===== config.mk =====
export PLATFORM = sky130hd
export DESIGN_NAME = cb_mul_seq
export DESIGN_NICKNAME = d
export VERILOG_FILES = /design/src/rtl/cb_mul_seq_pkg.sv /design/src/rtl/cb_mul_seq.sv
export SDC_FILE = /design/constraint.sdc
export NUM_CORES = 1
export LEC_CHECK = 0
export ABC_CLOCK_PERIOD_IN_PS = 2480
export CAP_MARGIN = 20
export CORE_ASPECT_RATIO = 0.8
export CORE_MARGIN = 2
export CORE_UTILIZATION = 51
export DETAILED_ROUTE_END_ITERATION = 7
export GPL_TIMING_DRIVEN = 0
export MAX_ROUTING_LAYER = met4
export PLACE_DENSITY_LB_ADDON = 0.05
export SYNTH_ARGS = -nofsm -noshare
export SYNTH_HDL_FRONTEND = slang
export SYNTH_SLANG_ARGS = --single-unit

===== constraint.sdc =====
create_clock -name clk -period 2.48 [get_ports clk]
set_input_delay 0.744 -clock clk [delete_from_list [all_inputs] [get_ports clk]]
set_output_delay 0.744 -clock clk [all_outputs]
set_load 0.05 [all_outputs]

===== src/rtl/cb_mul_seq_pkg.sv =====
// cb_mul_seq_pkg: shared definitions for the shift-add multiplier controller
// (FSM state encodings, default operand width, counter width helper).
package cb_mul_seq_pkg;

    localparam int unsigned CB_MUL_W_DEFAULT = 8;

    typedef enum logic [1:0] {
        st_idle = 2'd0,
        st_calc = 2'd1,
        st_done = 2'd2
    } cb_mul_state_t;

    // Step counter must be able to hold the value W itself.
    function automatic int unsigned cb_mul_cnt_w(input int unsigned w);
        return $clog2(w + 1);
    endfunction

endpackage


===== src/rtl/cb_mul_seq.sv =====
// cb_mul_seq: sequential shift-add multiplier that time-shares an external
// W-bit carry-out adder, one adder operation per cycle, 2W-bit product.
// Optional feature: CB_MUL_EARLY_TERM_EN finishes as soon as the remaining
// multiplier bits are all zero.
module cb_mul_seq
    import cb_mul_seq_pkg::*;
#(
    parameter int unsigned W = CB_MUL_W_DEFAULT
) (
    input  logic             clk,
    input  logic             rst,
    input  logic             op_valid,
    output logic             op_ready,
    input  logic [W-1:0]     op_a,
    input  logic [W-1:0]     op_b,
    output logic [W-1:0]     add_a,
    output logic [W-1:0]     add_b,
    input  logic [W-1:0]     add_sum,
    input  logic             add_cout,
    output logic             res_valid,
    input  logic             res_ready,
    output logic [2*W-1:0]   res_prod,
    output logic             busy
);

    localparam int unsigned CNT_W = cb_mul_cnt_w(W);
    localparam int unsigned PW    = 2 * W;

    cb_mul_state_t      state;
    logic [PW-1:0]      p;
    logic [W-1:0]       mcand;
    logic [CNT_W-1:0]   cnt;

    logic [PW-1:0]      step_p;
    logic [CNT_W-1:0]   cnt_inc;
    logic               step_last;

`ifdef CB_MUL_EARLY_TERM_EN
    logic [W-1:0]       rem;
    logic [PW-1:0]      early_p;
`endif

    // One shift-add step: adder result becomes the new high half, multiplier bits shift down.
    always_comb begin
        step_p    = {add_cout, add_sum, p[W-1:1]};
        cnt_inc   = cnt + CNT_W'(1);
        step_last = (cnt_inc == CNT_W'(W));
`ifdef CB_MUL_EARLY_TERM_EN
        early_p   = p >> (CNT_W'(W) - cnt);
`endif
    end

    // Controller FSM, datapath registers and registered adder operands.
    always_ff @(posedge clk) begin
        if (rst) begin
            state     <= st_idle;
            p         <= '0;
            mcand     <= '0;
            cnt       <= '0;
            res_prod  <= '0;
            op_ready  <= 1'b1;
            res_valid <= 1'b0;
            busy      <= 1'b0;
            add_a     <= '0;
            add_b     <= '0;
`ifdef CB_MUL_EARLY_TERM_EN
            rem       <= '0;
`endif
        end else begin
            case (state)
                st_idle: begin
                    if (op_valid) begin
                        state    <= st_calc;
                        mcand    <= op_a;
                        p        <= {W'(0), op_b};
                        cnt      <= '0;
                        op_ready <= 1'b0;
                        busy     <= 1'b1;
                        add_a    <= '0;
                        add_b    <= op_b[0] ? op_a : '0;
`ifdef CB_MUL_EARLY_TERM_EN
                        rem      <= op_b;
`endif
                    end
                end
                st_calc: begin
`ifdef CB_MUL_EARLY_TERM_EN
                    if (rem == '0) begin
                        state     <= st_done;
                        res_prod  <= early_p;
                        res_valid <= 1'b1;
                        add_a     <= '0;
                        add_b     <= '0;
                    end else
`endif
                    begin
                        p   <= step_p;
                        cnt <= cnt_inc;
`ifdef CB_MUL_EARLY_TERM_EN
                        rem <= rem >> 1;
`endif
                        if (step_last) begin
                            state     <= st_done;
                            res_prod  <= step_p;
                            res_valid <= 1'b1;
                            add_a     <= '0;
                            add_b     <= '0;
                        end else begin
                            add_a <= step_p[PW-1:W];
                            add_b <= step_p[0] ? mcand : '0;
                        end
                    end
                end
                st_done: begin
                    if (res_ready) begin
                        state     <= st_idle;
                        res_valid <= 1'b0;
                        busy      <= 1'b0;
                        op_ready  <= 1'b1;
                    end
                end
                default: begin
                    state     <= st_idle;
                    res_valid <= 1'b0;
                    busy      <= 1'b0;
                    op_ready  <= 1'b1;
                    add_a     <= '0;
                    add_b     <= '0;
                end
            endcase
        end
    end

endmodule


==> results.yml, run 1 <==
synth:
  ys_top_cells_by_count: "dfxtp_1, nand2_1, nor2_1, a21oi_1, mux2i_1"
  synth-edff-count: 0
  synthFlopType: "dfxtp_1"
  ys_warn_count: 0
  synth-seq-area-share_pct: 47.18
  syn_area_um2: 2376
  synth-seq-cells: 56
  ys_async_sr_fraction_pct: 0
  ys_top_cells_by_area: "dfxtp_1, mux2i_1, nand2_1"
  yosysMostFrequentCell: "dfxtp_1"
  yosysTopAreaCellShare_pct: 47.18
  synthCells: 257
  yosysTopAreaCell: "dfxtp_1"
  synth_cell_types: 40
  syn_area_per_cell_um2: 9.245
  syn_nets: 287
setup_path:
  r2r-end: "add_a[1]"
  worstPathArrival_ps: 1510
  crit_cells: 1
  start_kind: "flip-flop"
  path_max_fanout: 3
  critical_path_class: "reg2out"
  end_kind: "output port"
  regToRegSetupSlack_ps: 650
  startpoint: "add_b[7]"
  cp_cell_sequence: "clkdlybuf4s50_1"
  critPathBufInv: 1
  ff2ff_path_depth: 5
  crit_slowest_cell: "clkdlybuf4s50_1"
  timing.critical_path.required_ps: 1740
  crit_end: "add_b[7]"
  worstReg2RegStart: "cnt[0]"
  cp_slowest_stage_delay_ps: 820
  cp_top_family: "buffers and inverters"
pwr:
  power_frac_comb_pct: 16.2
  seqPwrFrac_pct: 50.2
  switchingPower_mw: 0.4931
  p_leak_nw: 1.127
  pwr-share-clk_pct: 33.5
  sw_frac_of_total_pct: 25.78
  p_per_area_nw_per_um2: 598.0
  max-vdd-ir-drop_mv: 0.3838
  power.internal_mw: 1.419
layout:
  ff_latch_area_um2: 1121
  layout-drive-gt1-share_pct: 7.951
  final_nets: 356
  fin_util_pct: 70.41
  syn2layout_area_growth_pct: 34.60
  multi_input_area_um2: 1101
  num_antenna_cells: 0
  nFillCells: 396
timing:
  setup_ws_ps: 227.7
  fin_crit_ps: 2252
  finalSetupTns_ps: 0
  max_freq_mhz: 444.0
  tightest_slew_ps: 636.3
  clock-skew-final_ps: 8.543
  report.final.slew_viol_count: 0
  hold_violations: 0
  slew_headroom_pct: 57.40
  finalSetupViolCount: 0
  period_share_pct: 90.82
  rsz0062_at_grt: "false"
  timing.hold.ws_ps: 480.6
routing:
  ant_nets: 0
  vias: 2198
  drc: 0
  dr.first_iter.drc_count: 116
  drt-met1-wl_mm: 2.816
  drt-wirelength-per-cell_um: 15.80
  drt_wl_total_mm: 6.113
  dr.max_layer_used: "met4"
  drt_first_pass_iters: 4
  met3_length_um: 407
  dr_wl_met2_mm: 2.798
  routed_via_density: 5.680
global_routing:
  grt_pass1_wl_mm: 9.894
  grt_overflow: 0
  grt_max_degree: 17
  grt.total_usage_pct: 25.46
  antenna_found_initial: 0
  grt_pass1_vias: 2131
clock_tree:
  htree_levels: 2
  numCtsBuffers: 5
  cts_hold_buffers: 0
  clock_latency_ps: 310
  cts_tree: "built"
  clk_pin_slew_ps: 100
  cts.sinks: 56
  cts_resized: 0
  cts-root-buf: "clkbuf_8"
  post_cts.repair.setup_buffers: 0
  clockBufferDepth: 2
floorplanning:
  rows: 22
  core_um2: 4542
  start_util_pct: 52.31
  fp.dieH_um: 65.05
  die_width_um: 80.31
  io_pins: 64
  die_area_um2: 5224
run_status:
  outcome: "completed"
placed_design:
  dp_slack_ps: 118.5
  place_congestion: 0.8098
  port-buffer-count: 62
  dp_hpwl_mm: 4.235
flow_run:
  drv_cap: 0
worst_hold_path:
  hp-class: "reg2reg"
[flip-flops by register name, summed over array words and instances (netlist names)]
| name | cells |
|---|---|
| mcand | 8 |
| add_b | 8 |
| op_ready | 1 |
| busy | 1 |
| add_a | 8 |
| cnt | 4 |
| res_valid | 1 |
| p | 7 |
| state | 2 |
| res_prod | 16 |
[power groups by stage]
stage | logic [mW] | clock network [mW] | registers, mW
6_report | 0.310 | 0.641 | 0.961
5_1_grt | 0.335 | 0.689 | 0.965
4_1_cts | 0.309 | 0.647 | 0.960
3_5_place_dp | 0.306 | 0 | 0.981
3_3_place_gp | 0.301 | 0 | 0.980
2_1_floorplan | 0.136 | 0 | 1.03
[worst min-delay path by stage]
stage	startpoint	to	slack [ps]	cells past startpoint
2_1_floorplan	mcand[0]	mcand[0]	450	2
3_3_place_gp	mcand[6]	mcand[6]	460	2
3_5_place_dp	add_a[3]	add_a[3]	460	1
4_1_cts	mcand[4]	mcand[4]	480	2
5_1_grt	add_a[3]	add_a[3]	500	1
6_report	mcand[4]	mcand[4]	480	2
[through the flow]
step	cells	total power [mW]	cell area [µm²]
2_1_floorplan	257	1.163	2376
3_3_place_gp	379	1.281	3072
3_5_place_dp	379	1.288	3072
4_1_cts	387	1.916	3198
5_1_grt	387	1.988	3198
6_report	387	1.912	3198
[cells in the final DEF (no fill, tap or decap), types with 2 or more instances in the layout]
master,netlist,routed
nor2_1,30,30
clkdlybuf4s50_1,0,62
nand3b_1,2,2
o22ai_1,2,2
nand2_1,32,32
o21ai_0,9,9
a22oi_1,9,9
nand2b_1,3,3
inv_1,2,2
mux2i_1,16,16
a21oi_1,22,22
a22o_1,8,8
buf_6,4,4
clkbuf_1,10,10
clkbuf_8,0,7
a311oi_1,7,7
o32ai_1,8,8
nor2b_1,3,3
a31oi_1,2,2
buf_2,4,4
dfxtp_1,56,56
nor3b_1,8,8
[metal layers]
metal	GRT usage, %	up-vias
met5	-	-
met4	10.38	0
met3	4.596	10
met2	39.58	88
met1	32.90	1048
li1	-	1052
[final cells by class]
type / count / share of cell area [%]
clock buffer: 7 / 3.013
inverter: 3 / 0.3521
clock inverter: 1 / 0.9390
buffer: 21 / 4.460
tap: 60 / 2.347
sequential: 56 / 35.05
multi-input combinational: 177 / 34.43
timing repair buffer: 62 / 19.41
[kinds of logic (layout without fill, tap and decap cells)]
family | after synthesis | count (layout) | share of synthesized area [%]
and+or+nand+nor | 84 | 84 | 16.85
AOI/OAI and AO/OA | 75 | 75 | 21.85
DFF | 56 | 56 | 47.18
buffers and inverters | 24 | 94 | 6.477
muxes | 16 | 16 | 6.740
adders and majority gates | 1 | 1 | 0.5265
xor gates and xnor gates | 1 | 1 | 0.3687
Power figures use the tool's default switching activity.
==> run 2, diff against run 1 <==
--- a/config.mk
+++ b/config.mk
@@ -8,12 +8,12 @@
 export ABC_CLOCK_PERIOD_IN_PS = 2480
 export CAP_MARGIN = 20
 export CORE_ASPECT_RATIO = 0.8
-export CORE_MARGIN = 2
+export CORE_MARGIN = 10
 export CORE_UTILIZATION = 51
 export DETAILED_ROUTE_END_ITERATION = 7
 export GPL_TIMING_DRIVEN = 0
 export MAX_ROUTING_LAYER = met4
-export PLACE_DENSITY_LB_ADDON = 0.05
+export PLACE_DENSITY = 0.84
 export SYNTH_ARGS = -nofsm -noshare
 export SYNTH_HDL_FRONTEND = slang
 export SYNTH_SLANG_ARGS = --single-unit
==> run 2 against run 1 <==
  * Critical path depth stayed put
  * Combinational power hardly changed
  * Clock power hardly changed
  * Routed wire length is 10% higher
  * Worst setup slack worse by 10 ps
  * Sequential share of layout area stayed put
  * Clock skew is 4.4 ps lower
  * Sequential power hardly changed
  * First-iteration DRC count is 58% higher
  * Cell count stayed put
  * Core utilization stayed put
==> results.yml, run 2 (synthesis gave the netlist of run 1 again) <==
pwr:
  sw_frac_of_total_pct: 25.82
  max-vdd-ir-drop_mv: 0.4318
  power.internal_mw: 1.419
  p_leak_nw: 1.127
  seqPwrFrac_pct: 50.3
  pwr-share-clk_pct: 33.6
  switchingPower_mw: 0.4939
  power_frac_comb_pct: 16.1
  p_per_area_nw_per_um2: 598.2
routing:
  drt-wirelength-per-cell_um: 17.42
  dr.first_iter.drc_count: 183
  routed_via_density: 5.638
  ant_nets: 0
  vias: 2182
  met3_length_um: 423
  dr_wl_met2_mm: 3.324
  drt_first_pass_iters: 4
  dr.max_layer_used: "met4"
  drt_wl_total_mm: 6.742
  drc: 0
  drt-met1-wl_mm: 2.948
layout:
  nFillCells: 373
  syn2layout_area_growth_pct: 34.60
  layout_common_cells: "clkdlybuf4s50_1, dfxtp_1, nand2_1, nor2_1, a21oi_1"
  top_register: "res_prod"
  layout-drive-gt1-share_pct: 7.951
  final_nets: 356
  fin_util_pct: 70.41
  largest_register_ff_count: 16
  final_common_cell: "clkdlybuf4s50_1"
  num_antenna_cells: 0
setup_path:
  crit_slowest_cell: "clkdlybuf4s50_1"
  end_kind: "output port"
  timing.critical_path.required_ps: 1740
  worstPathArrival_ps: 1520
  critPathBufInv: 1
  cp_slowest_stage_delay_ps: 840
  critical_path_class: "reg2out"
  start_kind: "flip-flop"
  cp_cell_sequence: "clkdlybuf4s50_1"
  cp_top_family: "buffers and inverters"
  path_max_fanout: 3
floorplanning:
  start_util_pct: 52.31
  rows: 22
  die_width_um: 96.31
  fp.dieH_um: 81.05
  die_area_um2: 7806
  core_um2: 4542
  io_pins: 64
timing:
  clock-skew-final_ps: 4.116
  report.final.slew_viol_count: 0
  max_freq_mhz: 442.0
  setup_ws_ps: 217.5
  finalSetupTns_ps: 0
  fin_crit_ps: 2262
  slew_headroom_pct: 54.59
  hold_violations: 0
  tightest_slew_ps: 678.2
  rsz0062_at_grt: "false"
  period_share_pct: 91.23
  finalSetupViolCount: 0
global_routing:
  grt.total_usage_pct: 17.52
  grt_max_degree: 17
  grt_overflow: 0
  grt_pass1_vias: 2163
  grt_pass1_wl_mm: 10.64
  antenna_found_initial: 0
clock_tree:
  cts-root-buf: "clkbuf_8"
  cts.sinks: 56
  clock_latency_ps: 300
  htree_levels: 2
  numCtsBuffers: 5
  post_cts.repair.setup_buffers: 0
  cts_hold_buffers: 0
  clk_pin_slew_ps: 90
  cts_tree: "built"
  cts_resized: 0
  clockBufferDepth: 2
placed_design:
  port-buffer-count: 62
  place_congestion: 0.8472
  dp_slack_ps: 171.6
  dp_hpwl_mm: 4.784
worst_hold_path:
  hp-class: "reg2reg"
flow_run:
  drv_cap: 0
run_status:
  outcome: "completed"
run 2: cell counts in the layout (fill, tap and decap cells not counted):
Identical to the previous run, type by type.
run 2: area by class of cell:
cell class / count / area, µm² / share of cell area (%)
flip-flops and latches: 56 / 1121 / 35.05
multi-input cells: 177 / 1101 / 34.43
repair buffers: 62 / 620.6 / 19.41
plain buffers: 21 / 142.6 / 4.460
clock buffers: 7 / 96.34 / 3.013
well taps: 60 / 75.07 / 2.347
clock inverters: 1 / 30.03 / 0.9390
inverters: 3 / 11.26 / 0.3521
run 2: tightest hold or removal path, stage by stage, from the launching register on:
cell	delay [ps]
dfxtp_1	320
o21ai_0	60
a21oi_1	60
run 2: per-stage QoR:
step / hold WS, ps / instance area (µm²) / power [mW] / instances
global route: 505.9 / 3198 / 1.975 / 387
CTS: 482.3 / 3198 / 1.916 / 387
detailed placement: 453.3 / 3072 / 1.287 / 379
global placement: 457.0 / 3072 / 1.279 / 379
finish: 480.4 / 3198 / 1.913 / 387
floorplan: 453.8 / 2376 / 1.163 / 257
run 2: power groups by stage:
stage | combinational (mW) | clock, mW | sequential, mW
2_1_floorplan | 0.136 | 0 | 1.03
3_5_place_dp | 0.305 | 0 | 0.981
4_1_cts | 0.307 | 0.648 | 0.961
6_report | 0.309 | 0.643 | 0.962
3_3_place_gp | 0.299 | 0 | 0.980
5_1_grt | 0.334 | 0.676 | 0.966
run 2: worst paths after layout:
kind	slack (ps)	start	cells after the start	endpoint
min	480	mcand[3]	2	mcand[3]
min reg2reg	480	mcand[3]	2	mcand[3]
max	220	add_b[2]	1	add_b[2]
max reg2reg	600	cnt[0]	5	add_a[3]
run 2: per-layer routing:
metal  global-route usage [%]  vias to the layer above
li1                         -                     1057
met1                    21.81                     1036
met2                    28.59                       80
met3                    3.318                        9
met4                    4.493                        0
met5                        -                        -
==> run 3, diff against run 2 <==
--- a/config.mk
+++ b/config.mk
@@ -7,13 +7,13 @@
 export LEC_CHECK = 0
 export ABC_CLOCK_PERIOD_IN_PS = 2480
 export CAP_MARGIN = 20
-export CORE_ASPECT_RATIO = 0.8
 export CORE_MARGIN = 10
 export CORE_UTILIZATION = 51
 export DETAILED_ROUTE_END_ITERATION = 7
 export GPL_TIMING_DRIVEN = 0
 export MAX_ROUTING_LAYER = met4
 export PLACE_DENSITY = 0.84
+export RECOVER_POWER = 50
 export SYNTH_ARGS = -nofsm -noshare
 export SYNTH_HDL_FRONTEND = slang
 export SYNTH_SLANG_ARGS = --single-unit
==> constraint.sdc (replaced) <==
create_clock -name clk -period 2.48 [get_ports clk]
set_input_delay 0.744 -clock clk [delete_from_list [all_inputs] [get_ports clk]]
set_output_delay 0.744 -clock clk [all_outputs]
set_load 0.02 [all_outputs]
==> run 3 against run 2 <==
  * Clock power fell by 7.5%
  * Register-to-register slack improved by 70 ps
  * Sequential power barely moved
  * Routed wire length is 5.1% lower
  * Worst hold slack better by 2.8 ps
  * First-iteration DRC count fell by 14%
  * Combinational power is 13% lower
  * Clock skew up 6.5 ps
  * Critical path depth up 5
  * Sequential share of layout area is 0.51 points higher
  * Core utilization grew 0.50 points
  * Non-clock buffer count stayed put
==> results.yml, run 3 (synthesis gave the netlist of run 1 again) <==
run_status:
  outcome: "completed"
clock_tree:
  cts_hold_buffers: 0
  cts.sinks: 56
  post_cts.repair.setup_buffers: 0
  htree_levels: 2
  clk_pin_slew_ps: 100
  clockBufferDepth: 2
  numCtsBuffers: 5
  cts-root-buf: "clkbuf_8"
  clock_latency_ps: 310
  cts_resized: 0
  cts_tree: "built"
timing:
  clock-skew-final_ps: 10.57
  hold_violations: 0
  report.final.slew_viol_count: 0
  period_share_pct: 88.67
  max_freq_mhz: 454.8
  tightest_slew_ps: 597.5
  finalSetupTns_ps: 0
  slew_headroom_pct: 59.95
  fin_crit_ps: 2199
  rsz0062_at_grt: "false"
  finalSetupViolCount: 0
setup_path:
  worstPathArrival_ps: 2440
  end_kind: "flip-flop"
  timing.critical_path.required_ps: 2720
  path_max_fanout: 10
  critPathBufInv: 2
  critical_path_class: "in2reg"
  cp_top_family: "buffers and inverters"
  cp_slowest_stage_delay_ps: 590
  crit_slowest_cell: "dlygate4sd3_1"
  cp_cell_sequence: "dlygate4sd3_1 > nand2b_1 > clkbuf_1 > nor2_1 > nand2_1 > a21oi_1"
  start_kind: "input pin"
routing:
  ant_nets: 0
  drt-wirelength-per-cell_um: 16.88
  drt_wl_total_mm: 6.397
  drt_first_pass_iters: 4
  drc: 0
  routed_via_density: 5.749
  vias: 2179
  dr.first_iter.drc_count: 157
floorplanning:
  die_width_um: 88.26
  core_um2: 4444
  die_area_um2: 7789
  start_util_pct: 53.46
  fp.dieH_um: 88.26
  io_pins: 64
  rows: 24
pwr:
  p_leak_nw: 1.116
  pwr-share-clk_pct: 32.6
  seqPwrFrac_pct: 52.7
  max-vdd-ir-drop_mv: 0.4088
  p_per_area_nw_per_um2: 579.4
  power_frac_comb_pct: 14.7
  switchingPower_mw: 0.4666
  sw_frac_of_total_pct: 25.55
  power.internal_mw: 1.360
layout:
  nFillCells: 361
  syn2layout_area_growth_pct: 32.65
  design_area_um2: 3152
  final_nets: 356
  num_antenna_cells: 0
  largest_register_ff_count: 16
  layout-drive-gt1-share_pct: 6.728
  layout_common_cells: "dfxtp_1, clkdlybuf4s50_1, nand2_1, nor2_1, a21oi_1"
  top_register: "res_prod"
placed_design:
  port-buffer-count: 62
  place_area_um2: 3062
  dp_hpwl_mm: 4.615
  place_congestion: 0.8524
global_routing:
  grt_max_degree: 18
  grt_pass1_vias: 2112
  antenna_found_initial: 0
  grt.total_usage_pct: 16.78
  grt_pass1_wl_mm: 10.29
  grt_overflow: 0
flow_run:
  drv_cap: 0
worst_hold_path:
  hp-class: "reg2reg"
[run 3: cell type report]
class	count	area [µm²]	share of cell area (%)
Buffer	21	128.9	4.089
Clock inverter	3	42.54	1.350
Multi-Input combinational cell	177	1094	34.70
Timing Repair Buffer	62	620.6	19.69
Tap cell	52	65.06	2.064
Inverter	3	11.26	0.3573
Sequential cell	56	1121	35.57
Clock buffer	5	68.82	2.183
[run 3: final timing paths]
check	from	end	slack, ps	cells past startpoint
min	mcand[4]	mcand[4]	480	2
min reg2reg	mcand[4]	mcand[4]	480	2
max reg2reg	cnt[0]	add_a[1]	670	5
max	op_valid	mcand[3]	280	6
[run 3: per-stage QoR]
| step | utilization (%) | hold WS, ps | total power [mW] | instances | setup WS, ps |
|---|---|---|---|---|---|
| 2_1_floorplan | - | 453.8 | 1.130 | 257 | 925.6 |
| 3_3_place_gp | 68.89 | 455.7 | 1.245 | 371 | 149.2 |
| 3_5_place_dp | 68.89 | 464.5 | 1.252 | 371 | 114.3 |
| 4_1_cts | 71.40 | 480.0 | 1.828 | 379 | 396.2 |
| 5_1_grt | 70.92 | 512.6 | 1.894 | 379 | 132.9 |
| 6_report | 70.92 | 483.1 | 1.826 | 379 | 281.1 |
[run 3: worst register-to-register path, stage by stage, from the launching register on]
cell and delay [ps]:
dfxtp_1 440, ha_1 260, nand2_1 100, a21oi_2 420, nor3_2 210, a22o_1 280
[run 3: metal layers]
| metal | routed length [µm] | up-vias | GRT usage, % |
|---|---|---|---|
| met3 | 478 | 6 | 4.688 |
| met4 | 46 | 0 | 3.965 |
| li1 | - | 1059 | - |
| met2 | 3043 | 78 | 27.73 |
| met5 | 0 | - | - |
| met1 | 2828 | 1036 | 19.77 |
[run 3: power groups by stage]
stage	clock, mW	combinational (mW)	sequential [mW]
2_1_floorplan	0	0.136	0.994
3_3_place_gp	0	0.265	0.981
3_5_place_dp	0	0.270	0.982
4_1_cts	0.594	0.272	0.961
5_1_grt	0.635	0.292	0.967
6_report	0.595	0.269	0.962
